**src/rtl/freq_meas_pkg.sv**
```systemverilog
// Shared types for the frequency measurement sequencer: FSM states and the
// result status codes returned with each measurement.
package freq_meas_pkg;

  typedef enum logic [2:0] {
    IDLE,
    RESET_DET,
    WAIT_GAIN,
    WAIT_STABLE,
    ACCUM,
    REPORT
  } state_t;

  localparam logic [1:0] ST_OK        = 2'b00;
  localparam logic [1:0] ST_TIMEOUT   = 2'b01;
  localparam logic [1:0] ST_LOST_LOCK = 2'b10;

endpackage

```
**src/rtl/freq_measure_period_averager.sv**
```systemverilog
// Sums 2^AVG_LOG2 detector periods taken every SAMPLE_INTERVAL cycles and
// presents the truncated mean on the cycle the last sample lands.
module period_averager #(
  parameter int PERIOD_WIDTH    = 16,
  parameter int AVG_LOG2        = 2,
  parameter int SAMPLE_INTERVAL = 64
) (
  input  logic                    clk,
  input  logic                    rst_n,
  input  logic                    clear,
  input  logic                    enable,
  input  logic [PERIOD_WIDTH-1:0] det_period,
  output logic                    done,
  output logic [PERIOD_WIDTH-1:0] avg
);

  localparam int IW = $clog2(SAMPLE_INTERVAL + 1);
  localparam int AW = PERIOD_WIDTH + AVG_LOG2;

  logic [IW-1:0]       interval_cnt;
  logic [AVG_LOG2-1:0] sample_cnt;
  logic [AW-1:0]       acc;
  logic [AW-1:0]       acc_sum;
  logic                sample;

  assign sample  = enable && (interval_cnt == IW'(SAMPLE_INTERVAL - 1));
  assign acc_sum = acc + AW'(det_period);
  assign done    = sample && (sample_cnt == '1);
  assign avg     = PERIOD_WIDTH'(acc_sum >> AVG_LOG2);

  // The block returns to its cleared state on its own after the final sample.
  always_ff @(posedge clk or negedge rst_n) begin
    if (!rst_n) begin
      interval_cnt <= '0;
      sample_cnt   <= '0;
      acc          <= '0;
    end else if (clear) begin
      interval_cnt <= '0;
      sample_cnt   <= '0;
      acc          <= '0;
    end else if (enable) begin
      if (sample) begin
        interval_cnt <= '0;
        sample_cnt   <= sample_cnt + AVG_LOG2'(1);
        acc          <= done ? '0 : acc_sum;
      end else begin
        interval_cnt <= interval_cnt + IW'(1);
      end
    end
  end

endmodule

```
**src/rtl/freq_measure_ctrl.sv**
```systemverilog
// Measurement sequencer for the zero-crossing frequency detector (adc_clk domain).
// Define FREQ_MEAS_CONTINUOUS_EN to keep measuring after each successful report.
module freq_measure_ctrl
  import freq_meas_pkg::*;
#(
  parameter int PERIOD_WIDTH    = 16,
  parameter int AVG_LOG2        = 2,
  parameter int SAMPLE_INTERVAL = 64,
  parameter int SETTLE_CYCLES   = 16,
  parameter int TIMEOUT_CYCLES  = 1000000,
  parameter int MAX_RETRY       = 3
) (
  input  logic                    adc_clk,
  input  logic                    rst_n,
  input  logic                    start,
  input  logic                    stop,
  input  logic                    gain_stable,
  input  logic [PERIOD_WIDTH-1:0] det_period,
  input  logic                    det_stable,
  output logic                    det_rst_n,
  output logic                    busy,
  output logic                    res_valid,
  input  logic                    res_ready,
  output logic [PERIOD_WIDTH-1:0] res_period,
  output logic [1:0]              res_status
);

  localparam int SW = $clog2(SETTLE_CYCLES + 1);
  localparam int TW = $clog2(TIMEOUT_CYCLES + 1);
  localparam int RW = $clog2(MAX_RETRY + 2);

  state_t                  state, next_state;
  logic [SW-1:0]           settle_cnt;
  logic [TW-1:0]           tmo_cnt;
  logic [RW-1:0]           retry_cnt, retry_nxt;
  logic                    tmo_hit, fail, load_res;
  logic [1:0]              fail_code, status_nxt;
  logic [PERIOD_WIDTH-1:0] period_nxt, avg;
  logic                    avg_clear, avg_en, avg_done;

  assign tmo_hit = (tmo_cnt == TW'(TIMEOUT_CYCLES - 1));

  period_averager #(
    .PERIOD_WIDTH   (PERIOD_WIDTH),
    .AVG_LOG2       (AVG_LOG2),
    .SAMPLE_INTERVAL(SAMPLE_INTERVAL)
  ) u_avg (
    .clk       (adc_clk),
    .rst_n     (rst_n),
    .clear     (avg_clear),
    .enable    (avg_en),
    .det_period(det_period),
    .done      (avg_done),
    .avg       (avg)
  );

  always_comb begin
    next_state = state;
    retry_nxt  = retry_cnt;
    load_res   = 1'b0;
    period_nxt = '0;
    status_nxt = ST_OK;
    avg_clear  = 1'b1;
    avg_en     = 1'b0;
    fail       = 1'b0;
    fail_code  = ST_OK;
    case (state)
      IDLE: begin
        if (!stop && start) begin
          next_state = RESET_DET;
          retry_nxt  = '0;
        end
      end
      RESET_DET: begin
        if (stop) next_state = IDLE;
        else if (settle_cnt == SW'(SETTLE_CYCLES - 1)) next_state = WAIT_GAIN;
      end
      WAIT_GAIN: begin
        if (stop) next_state = IDLE;
        else if (gain_stable) next_state = WAIT_STABLE;
        else if (tmo_hit) begin
          fail      = 1'b1;
          fail_code = ST_TIMEOUT;
        end
      end
      WAIT_STABLE: begin
        if (stop) next_state = IDLE;
        else if (det_stable) next_state = ACCUM;
        else if (tmo_hit) begin
          fail      = 1'b1;
          fail_code = ST_TIMEOUT;
        end
      end
      ACCUM: begin
        avg_clear = 1'b0;
        if (stop) next_state = IDLE;
        else if (!det_stable || !gain_stable) begin
          // Losing lock discards any sample that would have landed this cycle.
          fail      = 1'b1;
          fail_code = ST_LOST_LOCK;
        end else begin
          avg_en = 1'b1;
          if (avg_done) begin
            next_state = REPORT;
            load_res   = 1'b1;
            period_nxt = avg;
          end
        end
      end
      REPORT: begin
        if (res_valid && res_ready) begin
          next_state = IDLE;
`ifdef FREQ_MEAS_CONTINUOUS_EN
          if (res_status == ST_OK) begin
            retry_nxt = '0;
            if (det_stable && gain_stable) begin
              // The handshake cycle counts as the first interval cycle, so
              // back-to-back results keep a fixed cadence.
              next_state = ACCUM;
              avg_clear  = 1'b0;
              avg_en     = 1'b1;
            end else begin
              next_state = WAIT_GAIN;
            end
          end
`endif
        end
      end
      default: next_state = IDLE;
    endcase

    if (fail) begin
      if (retry_cnt < RW'(MAX_RETRY)) begin
        retry_nxt  = retry_cnt + RW'(1);
        next_state = RESET_DET;
      end else begin
        next_state = REPORT;
        load_res   = 1'b1;
        period_nxt = '0;
        status_nxt = fail_code;
      end
    end
  end

  always_ff @(posedge adc_clk or negedge rst_n) begin
    if (!rst_n) begin
      state      <= IDLE;
      settle_cnt <= '0;
      tmo_cnt    <= '0;
      retry_cnt  <= '0;
      det_rst_n  <= 1'b0;
      busy       <= 1'b0;
      res_valid  <= 1'b0;
      res_period <= '0;
      res_status <= ST_OK;
    end else begin
      state      <= next_state;
      retry_cnt  <= retry_nxt;
      settle_cnt <= (state == RESET_DET) ? settle_cnt + SW'(1) : '0;
      tmo_cnt    <= (state == WAIT_GAIN || state == WAIT_STABLE) ? tmo_cnt + TW'(1) : '0;
      busy       <= (state != IDLE);
      det_rst_n  <= !(state == IDLE || state == RESET_DET);
      if (load_res) begin
        res_valid  <= 1'b1;
        res_period <= period_nxt;
        res_status <= status_nxt;
      end else if (res_valid && res_ready) begin
        res_valid <= 1'b0;
      end
    end
  end

endmodule

```
**config.mk**
```make
export PLATFORM = sky130hd
export DESIGN_NAME = freq_measure_ctrl
export DESIGN_NICKNAME = d
export VERILOG_FILES = /design/src/rtl/freq_meas_pkg.sv /design/src/rtl/freq_measure_period_averager.sv /design/src/rtl/freq_measure_ctrl.sv
export SDC_FILE = /design/constraint.sdc
export NUM_CORES = 1
export LEC_CHECK = 0
export ABC_AREA = 1
export CAP_MARGIN = 20
export CORE_MARGIN = 2
export CORE_UTILIZATION = 25
export CTS_CLUSTER_SIZE = 30
export DETAILED_ROUTE_END_ITERATION = 8
export SETUP_SLACK_MARGIN = 0.4
export SLEW_MARGIN = 20
export SYNTH_ARGS = -nofsm -noshare
export SYNTH_HDL_FRONTEND = slang
export SYNTH_SLANG_ARGS = --single-unit
```
**constraint.sdc**
```tcl
create_clock -name adc_clk -period 1.9 [get_ports adc_clk]
set_clock_uncertainty 0.2 [all_clocks]
set_input_delay 0.38 -clock adc_clk [delete_from_list [all_inputs] [get_ports adc_clk]]
set_output_delay 0.38 -clock adc_clk [all_outputs]
set_load 0.01 [all_outputs]
```
==> impl_metrics.toml <==
[clocking]
clock_path_buffers = 2
tritoncts = "done"
htreeDepth = 3
clk_latency_ns = 0.36
cts_buffers = 9
cts_root_buf = "clkbuf_16"
clk_pin_slew_ns = 0.07
cts_sinks = 79

[worst_hold_path]
hold_class = "in -> async"

[finish]
final_core_util_pct = 44.2
multi_input_area_um2 = 3410
diodes = 0
drive_gt1_share_pct = 48.7
nets = 862
syn2layout_area_growth_pct = 71.7
nFillCells = 1693
seq_area_um2 = 1980
layout.cells.non_filler = 1050

[logic_synthesis]
async_flop_share_pct = 100
synth_nets = 663
synth_seq_cells = 79
synthAdderAreaFrac_pct = 6.35
synth_warnings = 0
synth_simple_gate_area_share_pct = 35.6
syn_area_per_cell_um2 = 7.54
synth_mux_area_share_pct = 0
synthXorXnorAreaFrac_pct = 2.07
ys_seq_area_share_pct = 42.5
ys_types = 40
synth_compound_area_share_pct = 7.18
synth_edf_count = 0
postSynthCellCount = 617
ys.flop_type = "dfrtp_1"
synth_top_family_by_area = "simple AND/OR/NAND/NOR gates"
netlist_area_um2 = 4650

[routing]
drcViolationCount = 0
vias = 4875
drtIter0Drc = 216
wl_um = 15500
avgRoutedWirePerCell_um = 14.7
via_per_inst = 4.64
ant_nets = 0
first_pass_iters = 4

[die]
dieHeight_um = 140
die_w_um = 140
num_rows = 49
ios = 44
core_region_area_um2 = 18100
die_area_um2 = 19700
initial_core_util_pct = 25.7

[power_and_ir_drop]
irDropWorstVdd_uv = 451
p_per_area_nw_per_um2 = 673
leakage_uw = 0.00393

[timing]
worst_slack_ns = -0.129
finalCritPeriodShare_pct = 107
slew_headroom_pct = 68.5
slew_violations = 0
hold_viol = 0
rsz0062_at_grt = "true"
timing.fmax_mhz = 493
period_needed_ns = 2.03
setup_viol = 29
tightest_slew_ns = 0.472

[place]
gp_congestion = 0.822
dp_slack_ns = -0.648
hpwl_um = 9360
post-place-cells = 951
io_buffers = 43

[setup_path]
worst-r2r-setup-slack_ns = -0.13
cp_max_fo = 3
ff2ff_path_depth = 11
path_class = "reg -> reg"
cp-start-kind = "flip-flop"
worst_setup_path_end_kind = "flip-flop"
cp.arrival_ns = 2.13
r2r_end = "res_period[4]"
cp.required_ns = 2.00
rr_startpoint = "u_avg.acc[0]"

[global_route]
grt_pass1_wl_um = 23700
track_usage_pct = 15.3
grt_pass1_vias = 4755
grt_remaining_overflow = 0
antenna_found_initial = 0
grt_max_degree = 35

[outcome]
status = "finished with violations"
violations = "negative setup slack"

[job]
max_cap_viol_count = 0
-- where the power goes --
group          internal (uW)  total (uW)  switching [uW]  leakage, uW
sequential              1790        1880            88.2      0.00108
clock                   1020        1810             789     0.000134
combinational            740        1700             956      0.00271
-- cells in the mapped netlist, drive strengths merged, types with 7 or more instances --
| master | n | area, um2 |
|---|---|---|
| nand3b | 9 | 71.3 |
| nand4 | 9 | 56.3 |
| inv | 65 | 244 |
| a21oi | 34 | 170 |
| ha | 22 | 275 |
| nor2 | 57 | 234 |
| dfrtp | 79 | 1980 |
| nand3 | 72 | 393 |
| o21ai | 23 | 119 |
| xor2 | 7 | 61.3 |
| nand2 | 199 | 759 |
| nor3 | 12 | 71.3 |
-- routing by layer --
metal	share of wire (%)	GRT usage, %
met1	42	18.7
met2	53	26.1
met3	3.5	3.73
met4	2.0	5.53
met5	0	0
-- timing repair --
item                                    4_1_cts  5_1_grt
hold buffers                                  1        0
pin swaps                                    51       41
buffers inserted                             35       39
endpoints found under the hold margin        21        0
endpoints found under the setup margin       90       85
resized for setup                           230      123
cloned                                        8        0
-- through the flow --
| step | power (uW) | area [um2] | hold WS, ns | setup TNS, ns |
|---|---|---|---|---|
| 2_1_floorplan | 2500 | 4950 | -0.116 | 0 |
| 3_3_place_gp | 2990 | 6170 | 0.119 | -19.38 |
| 3_5_place_dp | 2990 | 6170 | 0.115 | -20.30 |
| 4_1_cts | 5000 | 7240 | 0.280 | -0.819 |
| 5_1_grt | 5640 | 7990 | 0.293 | -5.81 |
| 6_report | 5380 | 7990 | 0.261 | -2.15 |
-- sequential cells by signal (all words and copies together), names as in the netlist --
| name | cells |
|---|---|
| busy | 1 |
| retry_cnt | 3 |
| det_rst_n | 1 |
| settle_cnt | 5 |
| u_avg.sample_cnt | 2 |
| res_period | 16 |
| tmo_cnt | 20 |
| u_avg.interval_cnt | 7 |
| state | 3 |
| res_valid | 1 |
| u_avg.acc | 18 |
| res_status | 2 |
-- cell usage in the layout, fill, tap and decap left out, drive strengths merged --
cell type	Yosys	routed
nand3	72	72
o21ai	23	23
nand4	9	9
a21oi	34	34
nor3b	1	1
o21a	1	1
ha	22	22
nand2	199	200
clkdlybuf4s50	0	4
and3	2	2
xor2	7	7
fa	1	1
a2bb2oi	1	1
clkinv	1	3
nor3	12	12
or2	4	4
and2	1	1
o211ai	1	1
nor2	57	57
dlygate4sd2	0	17
clkinvlp	0	4
xnor2	4	4
a211oi	2	2
dlygate4sd3	0	1
nor4	2	2
buf	6	168
nand3b	9	9
bufinv	0	1
dfrtp	79	79
inv	65	69
clkbuf	1	9
o22ai	1	1
-- cells by family (layout without fill, tap and decap cells) --
logic type | Yosys count | count (layout)
simple gates | 368 | 369
flops | 79 | 79
buf+inv | 73 | 276
compound gates | 63 | 63
fa+ha+maj | 23 | 23
xor+xnor | 11 | 11
-- worst max path at each step --
stage / startpoint / to / slack [ns] / depth (start not counted)
after floorplan: det_period[0] / res_period[8] / 0.03 / 12
after global placement: det_period[0] / res_period[14] / -0.61 / 13
after detailed placement: det_period[0] / res_period[8] / -0.65 / 13
after CTS: u_avg.acc[0] / res_period[12] / -0.07 / 12
after global routing: u_avg.acc[0] / res_period[4] / -0.24 / 11
final: u_avg.acc[0] / res_period[4] / -0.13 / 11
-- worst max-delay path, cell delays in order, from the launching register on --
cell	delay (ns)
dfrtp_1	0.38
ha_4	0.14
inv_2	0.03
fa_2	0.33
nand3b_1	0.18
nand2_2	0.12
nand2_2	0.07
nand2_4	0.10
buf_4	0.13
xor2_2	0.14
nand2_1	0.07
nand2_1	0.08
-- layout make-up --
class | instances | share of cell area, %
clock inverter | 7 | 0.924
inverter | 66 | 3.46
timing repair buffer | 190 | 21.1
timing repair inverter | 4 | 0.626
clock buffer | 9 | 2.82
tap | 229 | 3.59
multi-input combinational | 466 | 42.7
sequential | 79 | 24.8
No activity file was read; power rests on OpenSTA's default activity.
